File: src/rtl/fetch_sequencer.sv
// fetch_sequencer: FETCH/DECODE/EXECUTE control unit for the 4-bit CPU.
// Owns the PC, addresses the synchronous instruction ROM and issues one-cycle
// datapath strobes per instruction until HALT.
// Optional feature macro: FETCH_SEQ_SINGLE_STEP_EN (adds step input and PAUSE state).
module fetch_sequencer #(
    parameter logic [3:0] RESET_PC   = 4'd0,
    parameter bit         AUTO_START = 1'b0
) (
    input  logic       clk,
    input  logic       reset,
    input  logic       start,
`ifdef FETCH_SEQ_SINGLE_STEP_EN
    input  logic       step,
`endif
    output logic [3:0] pc_addr,
    input  logic [7:0] instruction_in,
    input  logic       zero_flag,
    output logic       reg_we,
    output logic       reg_dst,
    output logic [1:0] alu_op,
    output logic       alu_src_imm,
    output logic [3:0] imm,
    output logic       busy,
    output logic       halted,
    output logic       illegal_op
);

    localparam int unsigned PC_W  = 4;
    localparam int unsigned IR_W  = 8;
    localparam int unsigned OPC_W = 4;

    localparam logic [OPC_W-1:0] OP_NOP  = 4'b0000;
    localparam logic [OPC_W-1:0] OP_MOV0 = 4'b0101;
    localparam logic [OPC_W-1:0] OP_MOV1 = 4'b0110;
    localparam logic [OPC_W-1:0] OP_ADD  = 4'b1000;
    localparam logic [OPC_W-1:0] OP_SUB  = 4'b1001;
    localparam logic [OPC_W-1:0] OP_AND  = 4'b1010;
    localparam logic [OPC_W-1:0] OP_OR   = 4'b1011;
    localparam logic [OPC_W-1:0] OP_JMP  = 4'b1100;
    localparam logic [OPC_W-1:0] OP_JZ   = 4'b1101;
    localparam logic [OPC_W-1:0] OP_HALT = 4'b1111;

    typedef enum logic [2:0] {
        S_IDLE,
        S_FETCH,
        S_DECODE,
        S_EXECUTE,
        S_HALT
`ifdef FETCH_SEQ_SINGLE_STEP_EN
        , S_PAUSE
`endif
    } state_t;

    state_t            state;
    logic [PC_W-1:0]   pc;
    logic [IR_W-1:0]   ir;
    logic [OPC_W-1:0]  dec_opc;
    logic              dec_we;
    logic              dec_dst;
    logic [1:0]        dec_op;
    logic              dec_src_imm;
    logic              dec_illegal;

    assign pc_addr = pc;
    assign imm     = ir[3:0];

    // Decode the ROM word while in DECODE so strobes are registered into EXECUTE together with IR.
    always_comb begin
        dec_opc     = instruction_in[7:4];
        dec_we      = 1'b0;
        dec_dst     = 1'b0;
        dec_op      = 2'b00;
        dec_src_imm = 1'b0;
        dec_illegal = 1'b0;
        case (dec_opc)
            OP_NOP, OP_JMP, OP_JZ, OP_HALT: ;
            OP_MOV0: begin
                dec_we      = 1'b1;
                dec_src_imm = 1'b1;
            end
            OP_MOV1: begin
                dec_we      = 1'b1;
                dec_dst     = 1'b1;
                dec_src_imm = 1'b1;
            end
            OP_ADD, OP_SUB, OP_AND, OP_OR: begin
                dec_we = 1'b1;
                dec_op = dec_opc[1:0];
            end
            default: dec_illegal = 1'b1;
        endcase
    end

    // Sequencer: state, PC, IR and all registered outputs; strobes default low every cycle.
    always_ff @(posedge clk or posedge reset) begin
        if (reset) begin
            state       <= S_IDLE;
            pc          <= RESET_PC;
            ir          <= 8'h00;
            reg_we      <= 1'b0;
            reg_dst     <= 1'b0;
            alu_op      <= 2'b00;
            alu_src_imm <= 1'b0;
            illegal_op  <= 1'b0;
            busy        <= 1'b0;
            halted      <= 1'b0;
        end else begin
            reg_we      <= 1'b0;
            reg_dst     <= 1'b0;
            alu_op      <= 2'b00;
            alu_src_imm <= 1'b0;
            illegal_op  <= 1'b0;
            case (state)
                S_IDLE: begin
                    if (AUTO_START || start) begin
                        state <= S_FETCH;
                        busy  <= 1'b1;
                    end
                end
                S_FETCH: begin
                    state <= S_DECODE;
                end
                S_DECODE: begin
                    ir          <= instruction_in;
                    reg_we      <= dec_we;
                    reg_dst     <= dec_dst;
                    alu_op      <= dec_op;
                    alu_src_imm <= dec_src_imm;
                    illegal_op  <= dec_illegal;
                    state       <= S_EXECUTE;
                end
                S_EXECUTE: begin
                    case (ir[7:4])
                        OP_JMP:  pc <= ir[3:0];
                        OP_JZ:   pc <= zero_flag ? ir[3:0] : PC_W'(pc + 4'd1);
                        OP_HALT: ;
                        default: pc <= PC_W'(pc + 4'd1);
                    endcase
                    if (ir[7:4] == OP_HALT) begin
                        state  <= S_HALT;
                        busy   <= 1'b0;
                        halted <= 1'b1;
                    end else begin
`ifdef FETCH_SEQ_SINGLE_STEP_EN
                        state <= S_PAUSE;
                        busy  <= 1'b0;
`else
                        state <= S_FETCH;
`endif
                    end
                end
                S_HALT: ;
`ifdef FETCH_SEQ_SINGLE_STEP_EN
                S_PAUSE: begin
                    if (step) begin
                        state <= S_FETCH;
                        busy  <= 1'b1;
                    end
                end
`endif
                default: begin
                    state  <= S_IDLE;
                    busy   <= 1'b0;
                    halted <= 1'b0;
                end
            endcase
        end
    end

endmodule
File: config.mk
export PLATFORM = sky130hd
export DESIGN_NAME = fetch_sequencer
export DESIGN_NICKNAME = d
export VERILOG_FILES = /design/src/rtl/fetch_sequencer.sv
export SDC_FILE = /design/constraint.sdc
export NUM_CORES = 1
export LEC_CHECK = 0
export CORE_MARGIN = 10
export CORE_UTILIZATION = 40
export DETAILED_ROUTE_END_ITERATION = 12
export PLACE_DENSITY = 0.68
export SYNTH_ARGS = -nofsm -noshare
export SYNTH_HDL_FRONTEND = slang
export SYNTH_SLANG_ARGS = --single-unit
File: constraint.sdc
create_clock -name clk -period 3.06 [get_ports clk]
set_input_delay 0.612 -clock clk [delete_from_list [all_inputs] [get_ports clk]]
set_output_delay 0.612 -clock clk [all_outputs]
set_load 0.05 [all_outputs]
==> results of run 1 <==
==> final cells by class <==
class                           instances  area [um2]  area share (%)
Timing Repair Buffer                   27         270            19.7
Inverter                                5        18.8            1.37
Tap cell                               30        37.5            2.74
Clock buffer                            4        26.3            1.92
Multi-Input combinational cell         78         442            32.2
Sequential cell                        23         576            42.0
==> cells in the final DEF (no fill, tap or decap), drive strengths merged, types with 2 or more instances in the layout <==
cell / instances
nand2: 29
clkdlybuf4s50: 27
dfrtp: 23
o21ai: 9
nor2: 7
inv: 5
nor2b: 4
a21oi: 4
clkbuf: 4
nand3: 3
mux2i: 3
xnor2: 2
and3: 2
nor3: 2
==> per-layer routing <==
metal	part of all wire [%]	up-vias	track usage, %
li1	-	422	-
met4	2.0	0	4.52
met5	0	-	0
met1	47	382	11.4
met3	6.8	4	2.86
met2	44	20	14.8
==> cells in the mapped netlist <==
cell / count / share of area [%]
a21o_1: 1 / 0.70
a21oi_1: 4 / 1.9
a22o_1: 1 / 0.81
a22oi_2: 1 / 1.2
a2bb2oi_1: 1 / 0.81
and2_1: 1 / 0.58
and2b_4: 1 / 0.93
and3_1: 2 / 1.2
buf_2: 1 / 0.46
buf_4: 5 / 3.5
dfrtp_1: 23 / 53
ha_1: 1 / 1.2
inv_1: 5 / 1.7
mux2i_1: 3 / 2.8
nand2_1: 27 / 9.4
nand2_2: 2 / 1.2
nand3_1: 3 / 1.4
nand4_1: 1 / 0.58
nor2_1: 7 / 2.4
nor2b_1: 4 / 2.3
nor3_1: 1 / 0.46
nor3_4: 1 / 1.5
nor4_2: 1 / 1.2
o21ai_0: 3 / 1.4
o21ai_1: 6 / 2.8
o2bb2ai_1: 1 / 0.81
o311ai_1: 1 / 0.81
or2_1: 1 / 0.58
or3_1: 1 / 0.58
xnor2_1: 2 / 1.6
==> power breakdown <==
group	switching, W	internal, W
Sequential	0.000104	0.000412
Combinational	0.000452	0.000259
Clock	0.0000867	0.0000508
Total	0.000643	0.000722
==> worst paths after layout <==
check / start / to / cells after the start / slack [ns]
setup / recovery: pc_addr[0] / pc_addr[0] / 1 / 0.88
max in group asynchronous: reset / ir[2] / 2 / 1.78
min in group asynchronous: reset / state[0] / 2 / 0.76
setup reg to reg: ir[4] / pc_addr[2] / 4 / 1.72
hold reg to reg: ir[7] / ir[7] / 2 / 0.53
hold / removal: ir[7] / ir[7] / 2 / 0.53
==> flip-flops by register name, indices dropped and copies added, names as in the netlist <==
signal,cells
alu_op,2
alu_src_imm,1
illegal_op,1
ir,8
reg_we,1
halted,1
pc_addr,4
state,3
busy,1
reg_dst,1
==> through the flow <==
stage               instance area [um2]  utilization [%]  hold WS, ns
CTS                                1370             54.3        0.525
detailed placement                 1340             53.3        0.500
global placement                   1340             53.3        0.495
finish                             1370             54.3        0.526
floorplan                          1080                -        0.468
global route                       1370             54.3        0.558
==> logic make-up after synthesis <==
kind of cell,count (synthesis),share of synthesized area [%]
multiplexers,3,2.78
buffers and inverters,11,5.68
AO/OA/AOI/OAI,19,11.1
AND/OR/NAND/NOR,53,24.2
adder cells (fa/ha/maj),1,1.16
XOR/XNOR,2,1.62
flip-flops,23,53.4
==> results.yml, run 1 <==
critical_path:
  crit_path_end_kind: "primary output"
  worst_setup_path_start_kind: "flop"
  cpPeakStageDelay_ns: 0.83
  cp_max_fo: 5
  critical_path_arrival_ns: 1.57
  cp_num_buf_inv: 1
  critical_path.cell_chain: "clkdlybuf4s50_1"
  cp_top_family: "buffers and inverters"
  worst-setup-path-type: "flop to primary output"
  worstPathRequired_ns: 2.45
  slowest_stage: "clkdlybuf4s50_1"
sta:
  timing.final.max_slew_violations: 0
  worst_pin_slew_ns: 0.837
  slew_limit_headroom_pct: 44.2
  grt_setup_unrepaired: "false"
  fin_crit_sh_pct: 71.2
  setup_viol_count_final: 0
  fin_worst_skew_ns: 0.00137
  final_period_minus_worst_setup_slack_ns: 2.18
  hold_viol_final: 0
  setup_total_negative_slack_ns: 0
  clock.fmax_mhz: 459
  final.setup.worst_slack_ns: 0.883
final_layout:
  finish.cell_count_without_fillers: 167
  insertedDiodeCount: 0
  post_route_cells_drive_above_1_share_pct: 6.57
  filler_cell_count: 250
  layout.nets: 151
  syn_to_final_growth_pct: 27.0
place:
  hpwl_um: 1740
  numPlacedInstances: 163
  gp_congestion: 0.778
  dp_worst_setup_slack_ns: 1.11
  port-buffer-count: 27
job:
  max_cap_viol_count: 0
detailed_routing:
  remaining_drc_errors: 0
  drt-initial-drc-count: 26
  dr.pass1.iters: 4
  dr_total_vias: 828
  ant_nets: 0
  vias_per_cell: 4.96
  routed_wirelength_um: 2210
  drt-wirelength-per-cell_um: 13.2
clock_network:
  clock_sinks: 23
  ctsResizeCount: 0
  clock-root-buffer: "clkbuf_4"
  cts_max_level: 1
  cts_tree: "built"
  clock_insertion_delay_worst_skew_ns: 0.30
  worst_setup_hold_path_clk_slew_ns: 0.12
  post_cts_hold_fix_bufs: 0
  tritoncts.num_buffers: 3
  number_of_post_cts_setup_repair_buffers: 0
  clk_path_buf_depth: 2
synthesis:
  instance_count_of_the_mapped_netlist: 112
  synth_nets: 125
  ys_seq_area_share_pct: 53.4
  yosysWarnings: 0
  post_synth_instance_area_um2: 1080
  ys_seq_elements: 23
  yosysUniqueCellTypes: 30
  post_synth.cell_area_avg_um2: 9.63
status:
  run_status: "complete, no violations"
grt:
  grt_first_pass_wirelength_um: 4020
  vias_in_the_first_global_route: 890
  grt_start_max_net_pins: 24
  antenna_violations_before_repair: 0
  grt_use_total_pct: 9.38
  gr-total-overflow: 0
floorplanning:
  core_box_area_um2: 2520
  fp.dieH_um: 71.9
  start_util_pct: 42.8
  die_area_um2: 5170
  top_level_ports: 28
  floorplan.die.width_um: 71.9
  floorplan.rows: 18
power:
  power-per-cell-area_nw_per_um2: 996
  total_leakage_power_nw: 0.609
  fin_total_pwr_w: 0.00136
  ir_drop_mv: 0.757
hold_path:
  min_path_type: "flop to flop"
No activity file was read; power rests on OpenSTA's default activity.
==> inputs of run 2 (changes only) <==
==> constraint.sdc (replaced) <==
create_clock -name clk -period 2.1 [get_ports clk]
set_input_delay 0.42 -clock clk [delete_from_list [all_inputs] [get_ports clk]]
set_output_delay 0.42 -clock clk [all_outputs]
set_load 0.05 [all_outputs]
==> results.yml, run 2 (synthesized netlist as in run 1, its figures left out) <==
clock_network:
  number_of_post_cts_setup_repair_buffers: 0
  worst_setup_hold_path_clk_slew_ns: 0.12
  tritoncts.num_buffers: 3
  clock_sinks: 23
  clock_insertion_delay_worst_skew_ns: 0.31
  clk_path_buf_depth: 2
  ctsResizeCount: 0
  post_cts_hold_fix_bufs: 0
  cts_tree: "built"
  cts_max_level: 1
  clock-root-buffer: "clkbuf_4"
detailed_routing:
  ant_nets: 0
  remaining_drc_errors: 0
  drt-wirelength-per-cell_um: 13.3
  drt-initial-drc-count: 29
  routed_wirelength_um: 2230
  dr.pass1.iters: 3
  dr_total_vias: 835
  vias_per_cell: 4.97
final_layout:
  post_route_cells_drive_above_1_share_pct: 7.25
  syn_to_final_growth_pct: 27.7
  layout.nets: 152
  layout.cells.most_common_list: "nand2_1, clkdlybuf4s50_1, dfrtp_1"
  max_flop_register: "ir"
  largest_register_ffs: 8
  finish.cell_count_without_fillers: 168
  insertedDiodeCount: 0
floorplanning:
  floorplan.die.width_um: 71.9
  floorplan.rows: 18
  die_area_um2: 5170
  start_util_pct: 42.8
  fp.dieH_um: 71.9
  top_level_ports: 28
  core_box_area_um2: 2520
sta:
  hold_viol_final: 0
  grt_setup_unrepaired: "false"
  slew_limit_headroom_pct: 66.4
  fin_worst_skew_ns: 0.00530
  clock.fmax_mhz: 500
  fin_crit_sh_pct: 95.2
  setup_total_negative_slack_ns: 0
  worst_pin_slew_ns: 0.503
  setup_viol_count_final: 0
  final_period_minus_worst_setup_slack_ns: 2.00
  timing.final.max_slew_violations: 0
status:
  run_status: "complete, no violations"
critical_path:
  critical_path_arrival_ns: 1.58
  cp_top_family: "buffers and inverters"
  worst-path-stages: 1
  worst_setup_path_start_kind: "flop"
  cp_max_fo: 5
  worst-setup-path-type: "flop to primary output"
  critical_path.cell_chain: "clkdlybuf4s50_1"
  slowest_stage: "clkdlybuf4s50_1"
  cp_num_buf_inv: 1
  worstPathRequired_ns: 1.68
  crit_path_end_kind: "primary output"
  r2r_cells: 4
  cpPeakStageDelay_ns: 0.83
power:
  power-per-cell-area_nw_per_um2: 1450
  ir_drop_mv: 0.953
  total_leakage_power_nw: 0.614
grt:
  vias_in_the_first_global_route: 888
  grt_first_pass_wirelength_um: 3870
  gr-total-overflow: 0
  grt_start_max_net_pins: 24
  antenna_violations_before_repair: 0
  grt_use_total_pct: 9.27
place:
  hpwl_um: 1780
  port-buffer-count: 27
  gp_congestion: 0.779
  numPlacedInstances: 164
job:
  max_cap_viol_count: 0
hold_path:
  min_path_type: "primary input to asynchronous set/reset pin"
==> run 2: cell count changes in the layout (fill, tap and decap cells not counted), sizes merged <==
cell,delta
buf,+1
==> run 2: where the power goes <==
part	total, W	switching (W)	internal (W)
clock network	0.000199	0.000124	0.0000741
logic	0.00104	0.000664	0.000380
registers	0.000752	0.000152	0.000600
total	0.00200	0.000941	0.00105
==> run 2: layer usage <==
layer  share of wire (%)  GRT usage [%]  up-vias
met1                  44           10.5      390
met2                  46           14.7       20
met5                   0              0        -
li1                    -              -      421
met4                 1.8           5.16        0
met3                 8.1           3.40        4
==> run 2: per-stage QoR <==
| step | total power [W] | util [%] | setup slack, ns | hold WS (ns) | instance area (um2) |
|---|---|---|---|---|---|
| after global routing | 0.00216 | 54.6 | 0.0292 | 0.458 | 1380 |
| after floorplan | 0.00155 | - | 0.789 | 0.422 | 1080 |
| after detailed placement | 0.00182 | 53.6 | 0.345 | 0.496 | 1350 |
| after CTS | 0.00202 | 54.6 | 0.0687 | 0.445 | 1380 |
| after global placement | 0.00179 | 53.6 | 0.402 | 0.496 | 1350 |
| final | 0.00200 | 54.6 | 0.101 | 0.435 | 1380 |
==> run 2: worst paths after layout <==
check | start | slack, ns | to
min reg2reg | ir[4] | 0.52 | ir[4]
max | pc_addr[0] | 0.10 | pc_addr[0]
max in group asynchronous | reset | 1.44 | ir[7]
min | reset | 0.43 | pc_addr[0]
max reg2reg | state[2] | 0.73 | reg_dst
min in group clk | ir[4] | 0.52 | ir[4]
==> run 2: cell type report <==
type	instances	area (um2)
clock buffer	4	26.3
multi-input combinational	78	442
fill	250	1140
inverter	5	18.8
timing repair buffer	28	278
sequential	23	576
tap	30	37.5
==> patch 1, RTL diff (settings of run 1) <==
Encoding of `state_t`: now one-hot (5 bits for 5 states).
--- a/src/rtl/fetch_sequencer.sv
+++ b/src/rtl/fetch_sequencer.sv
@@ -40,12 +40,12 @@
     localparam logic [OPC_W-1:0] OP_JZ   = 4'b1101;
     localparam logic [OPC_W-1:0] OP_HALT = 4'b1111;
 
-    typedef enum logic [2:0] {
-        S_IDLE,
-        S_FETCH,
-        S_DECODE,
-        S_EXECUTE,
-        S_HALT
+    typedef enum logic [4:0] {
+        S_IDLE    = 5'b00001,
+        S_FETCH   = 5'b00010,
+        S_DECODE  = 5'b00100,
+        S_EXECUTE = 5'b01000,
+        S_HALT    = 5'b10000
 `ifdef FETCH_SEQ_SINGLE_STEP_EN
         , S_PAUSE
 `endif
Behaviour: same outputs for any inputs over 10 cycles, from zero or initial values and one cycle with reset high; not proved beyond that.
==> patch 1 against run 1 <==
Die area grew 14%; utilization shrank 3.6 points; clock skew grew 0.0055 ns; routed wire length grew 21%; total power grew 2.0%; area after synthesis grew 20%; sequential power grew 8.5%; largest power group unchanged; worst setup slack lost 0.029 ns; sequential cell count grew 2; design area grew 14%; fmax shrank 1.3%.
==> patch 1: results (changes against run 1) <==
- Met1 GRT Util: 10.65% (-0.70 points)
- Min-Delay Path Class: register to register
- Synth top area cells: dfrtp_1, nand2_1, o21ai_0
- Multiplexer share of the synthesized area: 2.420% (-0.36 points)
- Fill cell count: 298 (+19%)
- Clock-cell share: 1.923% (+0.0053 points)
- Diode count: 0 (unchanged)
- Final #Nets: 168 (+11%)
- Worst slew pin tran: 0.9259 ns (+0.08935 ns)
- Post-DP HPWL: 2.025 mm (+16%)
- Sequential element share of the synthesized area: 48.50% (-4.9 points)
- Largest net degree at the start of global routing: 26 (+8.3%)
- Longest Clk Path Bufs: 2 (unchanged)
- Seq. cell area: 626.9 µm² (+8.9%)
- Post-CTS resize count: 0 (unchanged)
- Multi-input logic portion of the cell area: 35.90% (+3.7 points)
- Sw Pwr: 0.0006366 W (-0.97%)
- Synth Area in XOR/XNOR: 2.033% (+0.41 points)
- Setup repair bufs after CTS: 0 (unchanged)
- First-pass detailed-route iteration total: 4 (unchanged)
- Synth cell types: 40 (+33%)
- Final GP Congestion: 0.8163 (+4.9%)
- Compound-gate portion of the synthesized area: 14.23% (+3.1 points)
- Synthesized-area fraction occupied by adder cells: 0.9681% (-0.19 points)
- First-pass GRT wire length: 4.678 mm (+16%)
- Clock latency on the worst-skew pair: 0.33 ns (+0.03 ns)
- Post-Route WL: 2.675 mm (+21%)
- Root Buffer: clkbuf_4
- Status: complete, no violations
- GRT Resource Usage Total: 9.310% (-0.070 points)
- Clock slew at reported path FFs: 0.14 ns (+0.02 ns)
- WL met1: 1.200 mm (+15%)
- Vias in the first global route: 1043 (+17%)
- Grt met2 use: 15.51% (+0.71 points)
- DR iter-0 viols: 65 (+150%)
- Most flops, register: ir
- Inverters: 5 (unchanged)
- Signal buffers: 27 (unchanged)
- CLK BUF: 3 (-1)
- Layout cells sized above 1: 10.39% (+3.8 points)
- M3 GR Usage: 4.429% (+1.6 points)
- Clock Skews: 0.006879 ns (+0.005506 ns)
- CP Max Fanout: 5 (unchanged)
- Via density: 4.985 (+0.54%)
- CP max-delay cell: clkdlybuf4s50_1
- Max reg flops: 8 (unchanged)
- Synthesized Nets: 147 (+18%)
- Synth cell count leaders: nand2_1, dfrtp_1, o21ai_0, nor2_1, buf_4
- Leak Pwr: 0.6714 nW (+10%)
- Metal2 WL: 1.270 mm (+31%)
- Worst VDD drop: 487.0 µV (-36%)
- Clk sinks: 25 (+8.7%)
- WL met3: 187 µm (+24%)
- Buffering overhead: 17.31% (-2.4 points)
- Multi-input gate count: 93 (+19%)
[patch 1: cell types whose count changed in the layout (fill, tap and decap cells not counted), sizes merged, moves of 2 or more]
cell,change
or3,+2
a31oi,+2
nand2,+2
xor2,+2
a211oi,+2
nor3,+2
o211ai,+3
[patch 1: power groups by stage]
stage	logic (W)	clock network [W]	registers (W)
global placement	0.000668	0	0.000561
detailed placement	0.000684	0	0.000568
global route	0.000743	0.000172	0.000580
finish	0.000677	0.000155	0.000560
CTS	0.000688	0.000161	0.000560
floorplan	0.000470	0	0.000626
[patch 1: worst paths after layout]
kind                                              from                   end  slack, ns  cells after the start
max in group asynchronous                        reset  state[1]$_DFFE_PP0P_       1.72                      2
min in group asynchronous                        reset     ir[7]$_DFFE_PP0P_       0.77                      2
worst min register to register       ir[7]$_DFFE_PP0P_     ir[7]$_DFFE_PP0P_       0.52                      2
worst max-delay path            pc_addr[0]$_DFFE_PP0P_            pc_addr[0]       0.85                      1
worst max register to register    state[3]$_DFFE_PP0P_     reg_dst$_DFF_PP0_       1.48                      5
worst min-delay path                 ir[7]$_DFFE_PP0P_     ir[7]$_DFFE_PP0P_       0.52                      2
[patch 1: through the flow]
| step | cells | instance area (µm²) | setup WS [ns] | util [%] | power, W |
|---|---|---|---|---|---|
| global route | 198 | 1562 | 0.7904 | 50.73 | 0.001495 |
| detailed placement | 194 | 1531 | 0.8328 | 49.76 | 0.001252 |
| finish | 198 | 1562 | 0.8538 | 50.73 | 0.001392 |
| floorplan | 134 | 1292 | 1.355 | - | 0.001095 |
| global placement | 194 | 1531 | 0.8563 | 49.76 | 0.001229 |
| CTS | 198 | 1562 | 0.8276 | 50.73 | 0.001409 |
==> patch 2, RTL diff (config.mk and constraints of run 1) <==
Without the edit above. Set the parameter `AUTO_START` to 1'b1 (it was 1'b0).
--- a/src/rtl/fetch_sequencer.sv
+++ b/src/rtl/fetch_sequencer.sv
@@ -4,7 +4,7 @@
 // Optional feature macro: FETCH_SEQ_SINGLE_STEP_EN (adds step input and PAUSE state).
 module fetch_sequencer #(
     parameter logic [3:0] RESET_PC   = 4'd0,
-    parameter bit         AUTO_START = 1'b0
+    parameter bit         AUTO_START = 1'b1
 ) (
     input  logic       clk,
     input  logic       reset,
Formal check against the unedited RTL: not equivalent (Yosys sat finds a counterexample within 4 cycles, from zero or initial values and one cycle with reset high).
==> patch 2 against run 1 <==
Clock skew is 0.0057 ns higher; largest power group unchanged; fmax is 0.22% higher; cell count is 1.2% lower; worst setup slack better by 0.0048 ns; routed wire length is 1.8% lower; non-clock buffer count is 1 lower; total power is 1.0% lower; register-to-register slack worse by 0.17 ns; area after synthesis is 1.5% lower; die area is 1.1% lower; design area is 2.2% lower; sequential cell count stayed put; highest routed layer unchanged; global-route usage is 0.93 points lower; critical endpoint unchanged.
==> patch 2: results (changes against run 1) <==
- Status: complete, no violations
- First-pass GRT wire length: 3.594 mm (-11%)
- Sequential share of power: 38.4% (+0.6 points)
- GRT Resource Usage Total: 8.453% (-0.93 points)
- Post-Route WL: 2.170 mm (-1.8%)
- Delay-heaviest family, CP: buffers and inverters
- Synthesized Nets: 126 (+0.80%)
- Synth cell types: 29 (-3.3%)
- Inst Count DP: 161 (-1.2%)
- Inverters: 6 (+1)
- Highest metal layer with signal wires: met4
- Hold endpoint: ir[3]$_DFFE_PP0P_
- Layout cells sized above 1: 6.667% (+0.097 points)
- RR Startpoint: ir[7]$_DFFE_PP0P_
- Seq/total area: 42.95% (+0.94 points)
- Worst slew pin tran: 0.8704 ns (+0.03381 ns)
- Multi-input gate count: 76 (-2.6%)
- Largest stage delay, worst path: 0.83 ns (about the same)
- Clk pwr share: 10.3% (+0.2 points)
- M3 GR Usage: 3.030% (+0.17 points)
- WL/cell: 13.15 µm (-0.62%)
- Start point of the worst hold path: ir[3]$_DFFE_PP0P_
- DR iter-0 viols: 24 (-7.7%)
- Fill cell count: 238 (-4.8%)
- CP Max Fanout: 5 (unchanged)
- Area after DPL: 0.001313 mm² (-2.3%)
- Cell Pwr Density: 1007 mW/mm² (+1.2%)
- Sequential element share of the synthesized area: 54.18% (+0.82 points)
- R2R Setup Slk: 1.55 ns (-0.17 ns)
- FP Rows: 18 (unchanged)
- Met1 GRT Util: 10.09% (-1.3 points)
- CLK BUF: 3 (-1)
- WL met3: 144 µm (-4.6%)
- Buffering overhead: 19.42% (-0.31 points)
- Switching part of the total: 47.47% (+0.36 points)
- Most flops, register: ir
- Layout sequential cell count: 23 (unchanged)
- WL met1: 1.015 mm (-2.6%)
- Final GP Congestion: 0.7098 (-8.8%)
- Leak Pwr: 0.6207 nW (+1.9%)
- Grt met2 use: 13.24% (-1.6 points)
- Fin Hold WS: 0.5176 ns (-0.008661 ns)
- Vias in the first global route: 793 (-11%)
- Final #Nets: 149 (-1.3%)
- Input/output buffers: 26 (-3.7%)
- Syn Area/Cell: 9.401 µm² (-2.4%)
- Via count: 823 (-0.60%)
- Metal2 WL: 1.002 mm (+3.2%)
- Synth cell count leaders: nand2_1, dfrtp_1, o21ai_0, inv_1, nor2_1
- Synth top area cells: dfrtp_1, nand2_1, o21ai_0
- Worst VDD drop: 529.5 µV (-30%)
patch 2: changes by cell type in the layout (fill, tap and decap cells not counted), moves of 2 or more:
| cell | run 1 | this run |
|---|---|---|
| o21ai_0 | 3 | 10 |
| a21oi_1 | 4 | 2 |
| nor2b_1 | 4 | 2 |
| o21ai_1 | 6 | 0 |
| a22oi_1 | 0 | 2 |
| nand2_1 | 27 | 29 |
patch 2: kinds of logic after synthesis:
family          Yosys count  share of synthesized area, %
compound gates           18                         10.13
simple gates             51                         22.50
buf+inv                  14                         6.596
flops                    23                         54.18
xor+xnor                  2                         1.649
fa+ha+maj                 2                         2.120
mux                       3                         2.827
patch 2: through the flow:
step           utilization [%]  setup slack (ns)
6_report                 53.60            0.8873
5_1_grt                  53.60            0.8207
4_1_cts                  53.60            0.8723
3_5_place_dp             52.50             1.001
3_3_place_gp             52.50             1.059
2_1_floorplan                -             1.635
